===== src/rtl/if_prefetch_if.sv =====
// Fetch-stage bundle: instruction-memory strobe/ack bus, decode handshake,
// and redirect inputs from execute. "master" is the fetch stage itself.
interface if_prefetch_if #(
  parameter int XLEN  = 32,
  parameter int DEPTH = 4
);
  localparam int LW = $clog2(DEPTH) + 1;

  // Instruction memory side
  logic            o_Imem_stb;
  logic [XLEN-1:0] o_Iaddr;
  logic [XLEN-1:0] i_Inst;
  logic            i_Imem_ack;

  // Decode side
  logic            o_Valid;
  logic [XLEN-1:0] o_PcD;
  logic [XLEN-1:0] o_InstrD;
  logic            i_Stall;
  logic [LW-1:0]   o_Level;

  // Redirect from execute
  logic            i_Boj;
  logic            i_Jalr;
  logic [XLEN-1:0] i_PcE;
  logic [XLEN-1:0] i_Imm;
  logic [XLEN-1:0] i_Result;

  modport master (
    output o_Imem_stb, o_Iaddr, o_Valid, o_PcD, o_InstrD, o_Level,
    input  i_Inst, i_Imem_ack, i_Stall, i_Boj, i_Jalr, i_PcE, i_Imm, i_Result
  );

  modport slave (
    input  o_Imem_stb, o_Iaddr, o_Valid, o_PcD, o_InstrD, o_Level,
    output i_Inst, i_Imem_ack, i_Stall, i_Boj, i_Jalr, i_PcE, i_Imm, i_Result
  );
endinterface


===== src/rtl/if_prefetch.sv =====
// Instruction-fetch stage with a DEPTH-entry prefetch FIFO. Keeps at most one
// strobe/ack request in flight, always with a FIFO slot reserved for its
// response, and flushes / discards wrong-path work on a branch or jalr.
module if_prefetch #(
  parameter int              XLEN     = 32,
  parameter int              DEPTH    = 4,
  parameter logic [XLEN-1:0] RESET_PC = '0
) (
  input logic           clk,
  input logic           rst,
  if_prefetch_if.master bus
);
  localparam int              AW       = $clog2(DEPTH);
  localparam int              LW       = AW + 1;
  localparam logic [LW-1:0]   FULL     = LW'(DEPTH);
  localparam logic [XLEN-1:0] NOP      = XLEN'(32'h0000_0013);
  localparam logic [XLEN-1:0] ALIGN_M  = {{(XLEN-2){1'b1}}, 2'b00};

  typedef enum logic {S_IDLE, S_REQ} state_t;

  state_t          r_state, w_state_nxt;
  logic [XLEN-1:0] r_iaddr, r_fetch_pc;
  logic            r_discard;
  logic [LW-1:0]   r_level;
  logic [AW-1:0]   r_wr_ptr, r_rd_ptr;
  logic [XLEN-1:0] r_pc_mem    [DEPTH];
  logic [XLEN-1:0] r_instr_mem [DEPTH];

  logic [XLEN-1:0] w_br_sum, w_target, w_base_pc;
  logic [XLEN-1:0] w_iaddr_nxt, w_fetch_pc_nxt;
  logic [LW-1:0]   w_level_nxt;
  logic            w_redirect, w_ack, w_valid, w_push, w_pop, w_issue, w_discard_nxt;

  // Redirect target: jalr wins over branch/jal; low two bits always cleared.
  assign w_br_sum   = bus.i_PcE + bus.i_Imm;
  assign w_target   = (bus.i_Jalr ? bus.i_Result : w_br_sum) & ALIGN_M;
  assign w_redirect = bus.i_Boj | bus.i_Jalr;
  // A redirect overrides the fetch PC source on the same edge.
  assign w_base_pc  = w_redirect ? w_target : r_fetch_pc;

  // Ack only counts while strobing; a redirect flushes, so neither push nor pop.
  assign w_ack   = (r_state == S_REQ) && bus.i_Imem_ack;
  assign w_valid = (r_level != '0);
  assign w_push  = w_ack && !r_discard && !w_redirect;
  assign w_pop   = w_valid && !bus.i_Stall && !w_redirect;

  // Occupancy after this edge's push/pop; drives the issue decision.
  always_comb begin
    // NOTE: every always_comb output gets a default first so no path infers a latch.
    w_level_nxt = r_level;
    if (w_redirect)          w_level_nxt = '0;
    else if (w_push && !w_pop) w_level_nxt = r_level + 1'b1;
    else if (!w_push && w_pop) w_level_nxt = r_level - 1'b1;
  end

  // FSM next state and issue decision (new request only into a free slot).
  always_comb begin
    w_state_nxt   = r_state;
    w_issue       = 1'b0;
    w_discard_nxt = r_discard;
    case (r_state)
      S_IDLE: begin
        if (w_level_nxt < FULL) begin
          w_issue     = 1'b1;
          w_state_nxt = S_REQ;
        end
      end
      S_REQ: begin
        if (w_ack) begin
          w_discard_nxt = 1'b0;
          if (w_level_nxt < FULL) w_issue = 1'b1;
          else                    w_state_nxt = S_IDLE;
        end else if (w_redirect) begin
          // Old request still open: its response belongs to the wrong path.
          w_discard_nxt = 1'b1;
        end
      end
      default: w_state_nxt = S_IDLE;
    endcase
    w_iaddr_nxt    = w_issue ? w_base_pc : r_iaddr;
    w_fetch_pc_nxt = w_issue ? w_base_pc + XLEN'(4) : w_base_pc;
  end

  // FSM state register.
  always_ff @(posedge clk or posedge rst) begin
    // NOTE: sequential state uses non-blocking assignments so every flop samples pre-edge values.
    if (rst) r_state <= S_IDLE;
    else     r_state <= w_state_nxt;
  end

  // Request address, fetch PC, discard flag and FIFO bookkeeping.
  always_ff @(posedge clk or posedge rst) begin
    if (rst) begin
      r_iaddr    <= RESET_PC;
      r_fetch_pc <= RESET_PC;
      r_discard  <= 1'b0;
      r_level    <= '0;
      r_wr_ptr   <= '0;
      r_rd_ptr   <= '0;
    end else begin
      r_iaddr    <= w_iaddr_nxt;
      r_fetch_pc <= w_fetch_pc_nxt;
      r_discard  <= w_discard_nxt;
      r_level    <= w_level_nxt;
      if (w_redirect) begin
        r_wr_ptr <= '0;
        r_rd_ptr <= '0;
      end else begin
        if (w_push) r_wr_ptr <= r_wr_ptr + 1'b1;
        if (w_pop)  r_rd_ptr <= r_rd_ptr + 1'b1;
      end
    end
  end

  // FIFO storage write of {pc, instr}.
  always_ff @(posedge clk) begin
    // NOTE: storage is not reset; empty entries are never visible because outputs are masked by o_Valid.
    if (w_push) begin
      r_pc_mem[r_wr_ptr]    <= r_iaddr;
      r_instr_mem[r_wr_ptr] <= bus.i_Inst;
    end
  end

  assign bus.o_Imem_stb = (r_state == S_REQ);
  assign bus.o_Iaddr    = r_iaddr;
  assign bus.o_Valid    = w_valid;
  assign bus.o_Level    = r_level;
  assign bus.o_PcD      = w_valid ? r_pc_mem[r_rd_ptr]    : '0;
  assign bus.o_InstrD   = w_valid ? r_instr_mem[r_rd_ptr] : NOP;
endmodule


===== src/flat_wrapper.sv =====
// flat-port wrapper written by rule: the top's interface ports become plain ports
module if_prefetch_flat 
#(
  parameter int              XLEN     = 32,
  parameter int              DEPTH    = 4,
  parameter logic [XLEN-1:0] RESET_PC = '0
)
  (clk, rst, bus_o_Imem_stb, bus_o_Iaddr, bus_o_Valid, bus_o_PcD, bus_o_InstrD, bus_o_Level, bus_i_Inst, bus_i_Imem_ack, bus_i_Stall, bus_i_Boj, bus_i_Jalr, bus_i_PcE, bus_i_Imm, bus_i_Result);
  if_prefetch_if #(.XLEN(XLEN), .DEPTH(DEPTH)) bus_i ();
  input logic clk;
  input logic rst;
  output wire logic [$bits(bus_i.o_Imem_stb)-1:0] bus_o_Imem_stb;
  output wire logic [$bits(bus_i.o_Iaddr)-1:0] bus_o_Iaddr;
  output wire logic [$bits(bus_i.o_Valid)-1:0] bus_o_Valid;
  output wire logic [$bits(bus_i.o_PcD)-1:0] bus_o_PcD;
  output wire logic [$bits(bus_i.o_InstrD)-1:0] bus_o_InstrD;
  output wire logic [$bits(bus_i.o_Level)-1:0] bus_o_Level;
  input wire logic [$bits(bus_i.i_Inst)-1:0] bus_i_Inst;
  input wire logic [$bits(bus_i.i_Imem_ack)-1:0] bus_i_Imem_ack;
  input wire logic [$bits(bus_i.i_Stall)-1:0] bus_i_Stall;
  input wire logic [$bits(bus_i.i_Boj)-1:0] bus_i_Boj;
  input wire logic [$bits(bus_i.i_Jalr)-1:0] bus_i_Jalr;
  input wire logic [$bits(bus_i.i_PcE)-1:0] bus_i_PcE;
  input wire logic [$bits(bus_i.i_Imm)-1:0] bus_i_Imm;
  input wire logic [$bits(bus_i.i_Result)-1:0] bus_i_Result;
  assign bus_o_Imem_stb = bus_i.o_Imem_stb;
  assign bus_o_Iaddr = bus_i.o_Iaddr;
  assign bus_o_Valid = bus_i.o_Valid;
  assign bus_o_PcD = bus_i.o_PcD;
  assign bus_o_InstrD = bus_i.o_InstrD;
  assign bus_o_Level = bus_i.o_Level;
  assign bus_i.i_Inst = bus_i_Inst;
  assign bus_i.i_Imem_ack = bus_i_Imem_ack;
  assign bus_i.i_Stall = bus_i_Stall;
  assign bus_i.i_Boj = bus_i_Boj;
  assign bus_i.i_Jalr = bus_i_Jalr;
  assign bus_i.i_PcE = bus_i_PcE;
  assign bus_i.i_Imm = bus_i_Imm;
  assign bus_i.i_Result = bus_i_Result;
  if_prefetch #(.XLEN(XLEN), .DEPTH(DEPTH), .RESET_PC(RESET_PC)) u_core (.clk(clk), .rst(rst), .bus(bus_i));
endmodule

===== config.mk =====
export PLATFORM = sky130hd
export DESIGN_NAME = if_prefetch_flat
export DESIGN_NICKNAME = d
export VERILOG_FILES = /design/src/rtl/if_prefetch_if.sv /design/src/rtl/if_prefetch.sv /design/src/flat_wrapper.sv
export SDC_FILE = /design/constraint.sdc
export NUM_CORES = 1
export LEC_CHECK = 0
export ABC_AREA = 0
export BUFFER_PORTS_ARGS = -buffer_cell sky130_fd_sc_hd__buf_2
export CELL_PAD_IN_SITES_DETAIL_PLACEMENT = 0
export CELL_PAD_IN_SITES_GLOBAL_PLACEMENT = 2
export CORE_MARGIN = 10
export CORE_UTILIZATION = 41
export CTS_BUF_LIST = sky130_fd_sc_hd__clkbuf_4
export DETAILED_ROUTE_END_ITERATION = 16
export PLACE_DENSITY_LB_ADDON = 0.3
export SLEW_MARGIN = 15
export SYNTH_ARGS = -nofsm -noshare
export SYNTH_HDL_FRONTEND = slang
export SYNTH_SLANG_ARGS = --single-unit

===== constraint.sdc =====
create_clock -name clk -period 4.05 [get_ports clk]
set_input_delay 0.405 -clock clk [delete_from_list [all_inputs] [get_ports clk]]
set_output_delay 0.405 -clock clk [all_outputs]
set_load 0.02 [all_outputs]

Word-level counts from Yosys, hierarchy flattened --
Memories as Yosys holds them, arrays and structs flattened. Index checks and enable logic that the tools add are counted.
Word-level totals: flip-flop bits (word level) 73, memory bits (writable) 256, bits of input ports 134, output and inout bits 101, logic and storage cells 56, memories 2
Cells by class: add/subtract/negate cells 6, magnitude comparators 1, multiplexer cells 21, bitwise operators 2, reductions and logical operators 17
Memory list:
- u_core.r_instr_mem | words 4, width 32, rd ports 1, clocked after memory_dff 0, write ports 1, line if_prefetch.sv:27 | logic [XLEN-1:0] r_instr_mem [DEPTH];
- u_core.r_pc_mem | words 4, width 32, rd ports 1, clocked after memory_dff 0, write ports 1, line if_prefetch.sv:26 | logic [XLEN-1:0] r_pc_mem [DEPTH];
Operator list (count):
- $mux W32 | 5
- $add A32 B3 Y32 const B | 1
- $add A32 B32 Y32 | 1
- $mux W3 | 3
- $mux W2 | 4
- $logic_and A1 B1 Y1 | 7
- $mux W1 | 7
- $reduce_bool A2 Y1 | 3
- $logic_not A1 Y1 | 5
- $add A2 B1 Y2 const B | 2
- $pmux W1 S2 | 2
- $add A3 B1 Y3 const B | 1
- $lt A3 B3 Y1 const B | 1
- $reduce_bool A3 Y1 | 1
- $sub A3 B1 Y3 const B | 1
- $reduce_and A2 Y1 | 1
- $not A1 Y1 | 1
- $or A1 B1 Y1 | 1

Logic depth before layout (Yosys ltp) --
Gate-level depths: netlist of the first run.
word-level depth 13, depth in mapped cells 20, depth with buffers taken out 17

Worst setup path before layout of the first run --
OpenSTA, ideal clock, no wires.
kind input-to-reg, start input bus_i_Boj, end register u_core.r_fetch_pc[31], library setup time 135 ps, arrival time 3718 ps, required time 3915 ps, path slack 198 ps, stages on the path 19, path buffers 5, path through buf_2 > buf_1 > clkbuf_1 > buf_4 > nor2_1 > nand2_1 > inv_1 > ha_1 > and3b_1 > o21a_1 > o31ai_2 > nor2b_1 > and3_1 > nor2b_1 > nor3b_2 > and4_1 > buf_6 > and4b_1 > xnor2_1
On the way: longest elaborated chain between the ends 13, elaborated cells on any way between the ends 18, those cells by class add/sub: 1; order compare: 1; mux: 8; bitwise: 1; reduce/logical: 7
RTL lines:
- start: declaration | line flat_wrapper.sv:21 | input wire logic [$bits(bus_i.i_Boj)-1:0] bus_i_Boj;
- $or A1 B1 Y1 (*) | line if_prefetch.sv:37 | assign w_redirect = bus.i_Boj | bus.i_Jalr;
- $logic_not A1 Y1 | line if_prefetch.sv:44, if_prefetch.sv:45
- $logic_and A1 B1 Y1 | line if_prefetch.sv:44 | assign w_push = w_ack && !r_discard && !w_redirect;
- $logic_not A1 Y1 | line if_prefetch.sv:53 | else if (!w_push && w_pop) w_level_nxt = r_level - 1'b1;
- $logic_and A1 B1 Y1 | line if_prefetch.sv:53
- $mux W3 | line if_prefetch.sv:53
- $mux W3 | line if_prefetch.sv:52 | else if (w_push && !w_pop) w_level_nxt = r_level + 1'b1;
- $mux W3 | line if_prefetch.sv:51 | if (w_redirect) w_level_nxt = '0;
- $lt A3 B3 Y1 | line if_prefetch.sv:63, if_prefetch.sv:71
- $mux W1 | line if_prefetch.sv:63, if_prefetch.sv:71
- $mux W1 | line if_prefetch.sv:69 | if (w_ack) begin
- $pmux W1 S2 | line if_prefetch.sv:61 | case (r_state)
- $mux W32 (*) | line if_prefetch.sv:81 | w_fetch_pc_nxt = w_issue ? w_base_pc + XLEN'(4) : w_base_pc;
- named net u_core.w_fetch_pc_nxt[31] | line if_prefetch.sv:30 | logic [XLEN-1:0] w_iaddr_nxt, w_fetch_pc_nxt;
- end signal: assignment | line if_prefetch.sv:102 | r_fetch_pc <= w_fetch_pc_nxt;
- end: declaration | line if_prefetch.sv:22 | logic [XLEN-1:0] r_iaddr, r_fetch_pc;
Mark *: on every way through the listed nets, which the timed path passes. The rest lies on a longest branch. A chain may end at the register's enable or synchronous reset.

Worst setup path in the final report of the first run --
start register u_core.r_level[0], in the netlist u_core.bus.o_Level[0], end register u_core.r_fetch_pc[31]
On the way: longest elaborated chain between the ends 12, elaborated cells on any way between the ends 16, those cells by class add/sub: 2; order compare: 1; mux: 7; reduce/logical: 6
RTL lines:
- start: declaration | line if_prefetch.sv:24 | logic [LW-1:0] r_level;
- start signal: assignment | line if_prefetch.sv:104 | r_level <= w_level_nxt;
- parallel branches: the longest is 5 deep, another holds $sub A3 B1 Y3
- $mux W3 (*) | line if_prefetch.sv:52
- $mux W3 (*) | line if_prefetch.sv:51
- $lt A3 B3 Y1 (*) | line if_prefetch.sv:63, if_prefetch.sv:71
- $mux W1 (*) | line if_prefetch.sv:63, if_prefetch.sv:71
- $mux W1 | line if_prefetch.sv:69
- $pmux W1 S2 (*) | line if_prefetch.sv:61
- $mux W32 (*) | line if_prefetch.sv:81
- named net u_core.w_fetch_pc_nxt[31] | line if_prefetch.sv:30
Mark *: on every way through the listed nets, which the timed path passes.

==> metrics.yaml, run 1 <==
timing:
  finalHoldViolCount: 0
  skew_ns: 0.0391
  fmax_mhz: 271
  maxSlewHeadroom: 0.306
  setup_slack_ns: 0.355
  worst_pin_slew_ns: 1.04
  period_share: 0.912
  drv_slew: 0
  fin_setup_tns_ns: 0
  period_minus_slack_ns: 3.69
  rsz0062_at_grt: "false"
  finalSetupViolations: 0
clock_network:
  cts_sinks: 329
  clockRootBuffer: "clkbuf_4"
  cts.htree.levels: 3
  insertion_delay_ns: 0.70
  post_cts_buffers: 0
  clk_pin_slew_ns: 0.06
  cts_tree: "done"
  cts_inserted_buffers: 83
  cts_buffer_depth: 3
drt:
  wl_mm: 39.1
  dr.pass1.iters: 4
  ant_nets: 0
  detail_route.vias_per_cell: 5.14
  wl_per_cell_um: 20.3
  drt_iter0_markers: 413
  vias: 9912
  drc: 0
logic_synthesis:
  synth.avg_cell_area_um2: 14.3
  ys.flop_type: "edfxtp_1"
  synth_edf_count: 256
  yosysUniqueCellTypes: 77
  synth-seq-cells: 329
  yosysSeqAreaShare: 0.619
  synth_nets: 1250
  synthCells: 1076
  synthArstFlopShare: 0.222
  synth_area_mm2: 0.0154
  yosys_warnings: 0
critical_path:
  cp_data_arrival_time_ns: 4.25
  critPathCaptureType: "flip-flop"
  crit_type: "flip-flop to flip-flop"
  critical_path_required_ns: 4.60
  path_max_fanout: 6
  startpoint_type: "flip-flop"
run_status:
  status: "finished clean"
floorplan:
  rows: 70
  core_mm2: 0.0368
  dieArea_mm2: 0.0456
  chipWidth_um: 214
  pin_count: 235
  die_h_um: 214
  initial_core_util: 0.418
finish:
  num-nets-final: 1576
  drive_gt1_frac: 0.338
  num-fill-cells: 3283
  syn_to_final_growth_pct: 20.1
  fin_area_mm2: 0.0185
  final_cell_mix: "edfxtp_1 (256), buf_2 (232), clkbuf_4 (119)"
  final_common_cell: "edfxtp_1"
  final_core_util: 0.502
power:
  power_leakage_nw: 7.15
  finalPower_w: 0.00736
  power_density_mw_per_mm2: 399
  vdd_drop_max_uv: 190
placement:
  hpwl_mm: 26.9
  postPlaceCellArea_mm2: 0.0171
  gp_congestion: 0.833
  place_ws_ns: 0.185
  port_buffers: 232
job:
  max_cap_viol_count: 0
global_route:
  first_global_vias: 10800
  antenna_found_initial: 1
  grt_max_degree: 71
  grt_pass1_wl_mm: 60.8
  grt_remaining_overflow: 0
  grtUsageTotal: 0.171
hold_path:
  hold_path.class: "input port to flip-flop"
path summary, 6_finish.rpt:
| path | start | end | slack [ns] | cells past startpoint |
|---|---|---|---|---|
| min in group asynchronous | rst | u_core.bus.o_Iaddr[2] | 0.40 | 3 |
| worst max register to register | u_core.bus.o_Level[0] | u_core.r_fetch_pc[31] | 0.36 | 16 |
| worst max-delay path | u_core.bus.o_Level[0] | u_core.r_fetch_pc[31] | 0.36 | 16 |
| worst min-delay path | bus_i_Result[31] | u_core.r_fetch_pc[31] | 0.11 | 3 |
| max in group asynchronous | rst | u_core.r_fetch_pc[11] | 2.78 | 4 |
| worst min register to register | u_core.r_fetch_pc[1] | u_core.r_fetch_pc[1] | 0.48 | 1 |
layout make-up:
cell class | count | area, µm² | share of cell area
antenna | 1 | 2.50 | 0.000136
clock inverter | 23 | 95.1 | 0.00515
clock buffer | 119 | 893 | 0.0484
multi-input combinational | 673 | 5530 | 0.300
sequential | 329 | 9520 | 0.516
timing repair buffer | 297 | 1760 | 0.0956
inverter | 18 | 68.8 | 0.00373
tap | 468 | 586 | 0.0317
cell usage after synthesis, drive strengths merged, types with 5 or more instances:
library cell / instances / area share
nor3: 16 / 0.0052
a31oi: 6 / 0.0034
nor2: 45 / 0.011
clkbuf: 24 / 0.0061
o31ai: 7 / 0.0041
a21o: 11 / 0.0054
o21ai: 46 / 0.016
a221oi: 8 / 0.0054
nor2b: 11 / 0.0045
mux4: 64 / 0.094
o21a: 10 / 0.0049
nand3: 15 / 0.0049
nand2b: 10 / 0.0041
edfxtp: 256 / 0.50
buf: 32 / 0.012
a211oi: 8 / 0.0042
xnor2: 31 / 0.018
nand2: 88 / 0.021
nand4: 12 / 0.0049
a211o: 5 / 0.0028
inv: 17 / 0.0041
mux2i: 9 / 0.0059
and2: 73 / 0.030
or2: 7 / 0.0028
nor3b: 21 / 0.011
o211ai: 7 / 0.0034
xor2: 15 / 0.0085
ha: 40 / 0.033
and3: 12 / 0.0052
a21oi: 49 / 0.017
dfrtp: 73 / 0.12
or3: 6 / 0.0024
cells by family after synthesis:
| kind of cell | synth area share |
|---|---|
| AO/OA/AOI/OAI | 0.0801 |
| XOR/XNOR | 0.0262 |
| adder cells (fa/ha/maj) | 0.0325 |
| buffers and inverters | 0.0229 |
| flip-flops | 0.619 |
| multiplexers | 0.102 |
| AND/OR/NAND/NOR | 0.118 |
metrics by stage:
stage,hold slack (ns),instances
after floorplan,0.446,1076
after global placement,0.463,1749
after detailed placement,0.472,1749
after CTS,0.0432,1927
after global routing,0.0860,1928
final,0.113,1928
sequential cells by signal, summed over array words and instances (netlist names), 2 cells and up:
register,flops
u_core.r_instr_mem,128
u_core.r_rd_ptr,2
u_core.r_fetch_pc,32
u_core.r_pc_mem,128
u_core.bus.o_Level,3
u_core.r_wr_ptr,2
u_core.bus.o_Iaddr,32
routing by layer:
layer / GRT usage / share of wire
met3: 0.0317 / 0.051
met2: 0.285 / 0.49
met1: 0.222 / 0.44
met4: 0.0589 / 0.017
met5: 0 / 0
critical path, cell delays in order (launching register included):
cell	delay (ns)
dfrtp_1	0.41
inv_1	0.09
ha_1	0.19
nor2b_1	0.14
nor2_1	0.21
nand2_1	0.11
ha_1	0.24
and2_1	0.19
nor3_2	0.29
o31ai_4	0.11
nor2b_1	0.15
and3_1	0.20
nor2b_1	0.19
nor3b_2	0.30
and4_1	0.40
and4b_1	0.25
xnor2_1	0.07
timing repair:
action | CTS | global route
hold buffers | 36 | 0
setup endpoints to repair | 0 | 4
hold endpoints to repair | 182 | 0
resized for setup | 0 | 1
power by group:
part | leakage (nW) | switching (W) | internal [W]
Clock | 0.603 | 0.00125 | 0.00135
Combinational | 3.32 | 0.000522 | 0.000357
Sequential | 3.22 | 0.0000971 | 0.00378
Total | 7.15 | 0.00187 | 0.00549
Note: power is estimated with default switching activity, not from simulation.
==> run 2: changes to the inputs <==
- BUFFER_PORTS_ARGS: -buffer_cell sky130_fd_sc_hd__buf_2 -> unset
- CORE_UTILIZATION: 41 -> 46
- DONT_BUFFER_PORTS: unset -> 1
==> run 2 against run 1 <==
Compared with the run above: sequential share of layout area is 3.1 points higher; die area is 9.9% lower; critical path depth did not move; largest power group unchanged; first-iteration DRC count is 9.0% higher; worst setup slack better by 0.042 ns; critical path type unchanged; largest cell class unchanged; critical endpoint unchanged; via count down 6.8%; count of clock-buffer cells in the layout is 13 higher; final area fell by 5.7%; global-route usage grew 0.92 points.
==> metrics.yaml, run 2 (synthesized netlist as in run 1, its figures left out) <==
timing:
  fin_setup_tns_ns: 0
  fmax_mhz: 274
  maxSlewHeadroom: 0.312
  skew_ns: 0.0374
  period_share: 0.902
  rsz0062_at_grt: "false"
  period_minus_slack_ns: 3.65
  drv_slew: 0
  finalHoldViolCount: 0
  finalSetupViolations: 0
  worst_pin_slew_ns: 1.03
placement:
  gp_congestion: 0.836
  hpwl_mm: 25.1
  postPlaceCellArea_mm2: 0.0159
  port_buffers: 0
drt:
  drc: 0
  detail_route.vias_per_cell: 5.50
  wl_mm: 37.4
  ant_nets: 0
  dr.pass1.iters: 4
  drt_iter0_markers: 450
  vias: 9241
  wl_per_cell_um: 22.3
global_route:
  grt_remaining_overflow: 0
  antenna_found_initial: 3
  grt_pass1_wl_mm: 58.0
  first_global_vias: 9780
  grt_max_degree: 69
  grtUsageTotal: 0.181
finish:
  multi_input_area_mm2: 0.00554
  drive_gt1_frac: 0.214
  fin_area_mm2: 0.0174
  final_core_util: 0.531
  regArea_mm2: 0.00952
  reg_top3: "u_core.r_instr_mem: 128 flops, u_core.r_pc_mem: 128 flops"
  syn_to_final_growth_pct: 13.2
  final_common_cell: "edfxtp_1"
  num-fill-cells: 2813
  final_cell_mix: "edfxtp_1 (256), clkbuf_4 (132), nand2_1 (88)"
  num-nets-final: 1345
critical_path:
  r2r_start: "u_core.bus.o_Level[1]"
  critical_path_required_ns: 4.58
  critPathCaptureType: "flip-flop"
  r2r_slack_ns: 0.40
  startpoint_type: "flip-flop"
  path_max_fanout: 6
  crit_chain: "inv_1, ha_1, nor2b_2, nor2_1, nand2_1, ha_1, and2_1, nor3_2, o31ai_4, nor2b_1, and3_1, nor2b_1, nor3b_2, and4_1, and4b_1, xnor2_1"
  slowest_delay_ns: 0.40
  cp_data_arrival_time_ns: 4.19
  worst_r2r_path_depth: 16
  timing.rr.end: "u_core.r_fetch_pc[31]"
  crit_slowest_cell: "and4_1"
  crit_type: "flip-flop to flip-flop"
  crit_start: "u_core.bus.o_Level[1]"
  crit_end: "u_core.r_fetch_pc[31]"
clock_network:
  cts.htree.levels: 3
  clk_pin_slew_ns: 0.07
  cts_buffer_depth: 3
  post_cts_buffers: 0
  clockRootBuffer: "clkbuf_4"
  insertion_delay_ns: 0.67
  cts_tree: "done"
  cts_sinks: 329
  cts_inserted_buffers: 81
job:
  max_cap_viol_count: 0
floorplan:
  rows: 66
  core_mm2: 0.0328
  initial_core_util: 0.469
  pin_count: 235
  die_h_um: 203
  chipWidth_um: 203
  dieArea_mm2: 0.0411
power:
  power_density_mw_per_mm2: 426
  power_leakage_nw: 6.19
  vdd_drop_max_uv: 160
  finalPower_w: 0.00742
run_status:
  status: "finished clean"
hold_path:
  hold_path.class: "input port to flip-flop"
## run 2: critical path, delay by kind of cell (launching register included)
family / cells / cell delay (ns)
adders and majority gates: 2 / 0.42
AOI/OAI and AO/OA: 1 / 0.11
and+or+nand+nor: 11 / 2.51
xor gates and xnor gates: 1 / 0.06
buffers and inverters: 1 / 0.07
DFF: 1 / 0.35
## run 2: where the power goes
| part | switching (W) | total (W) | internal, W | leakage, nW |
|---|---|---|---|---|
| Clock | 0.00125 | 0.00278 | 0.00153 | 0.650 |
| Sequential | 0.000173 | 0.00396 | 0.00378 | 3.22 |
| Combinational | 0.000398 | 0.000681 | 0.000283 | 2.31 |
## run 2: metal layers
| layer | vias to the layer above | routed length [µm] | global-route usage |
|---|---|---|---|
| li1 | 4339 | - | - |
| met1 | 4571 | 16500 | 0.229 |
| met2 | 279 | 18000 | 0.293 |
| met3 | 50 | 2230 | 0.0500 |
| met4 | 2 | 768 | 0.0618 |
| met5 | - | 7 | 0 |
## run 2: area by class of cell
type,count,area share
sequential,329,0.547
multi-input combinational,673,0.318
clock buffer,132,0.0569
timing repair buffer,68,0.0374
tap,442,0.0318
clock inverter,16,0.00503
inverter,18,0.00395
antenna,2,0.000287
## run 2: worst min path at each step
stage	startpoint	endpoint	slack (ns)	cells after the start
global placement	u_core.r_fetch_pc[0]	u_core.r_fetch_pc[0]	0.46	1
detailed placement	u_core.r_fetch_pc[0]	u_core.r_fetch_pc[0]	0.47	1
floorplan	u_core.r_fetch_pc[0]	u_core.r_fetch_pc[0]	0.45	1
CTS	bus_i_Result[2]	u_core.r_fetch_pc[2]	0.005	3
global route	bus_i_Imem_ack	u_core.r_wr_ptr[0]	0.05	3
finish	bus_i_Result[11]	u_core.r_fetch_pc[11]	0.1	4
## run 2: through the flow
stage,setup slack [ns],instances,hold slack (ns)
2_1_floorplan,0.198,1076,0.446
3_3_place_gp,0.0948,1484,0.465
3_5_place_dp,0.0815,1484,0.469
4_1_cts,0.0492,1678,0.00535
5_1_grt,0.0990,1680,0.0453
6_report,0.397,1680,0.0977
## run 2: what timing repair did
item,in CTS,in global routing
resized for setup,0,2
hold buffers,46,0
endpoints found under the setup margin,0,12
hold endpoints to repair,198,0
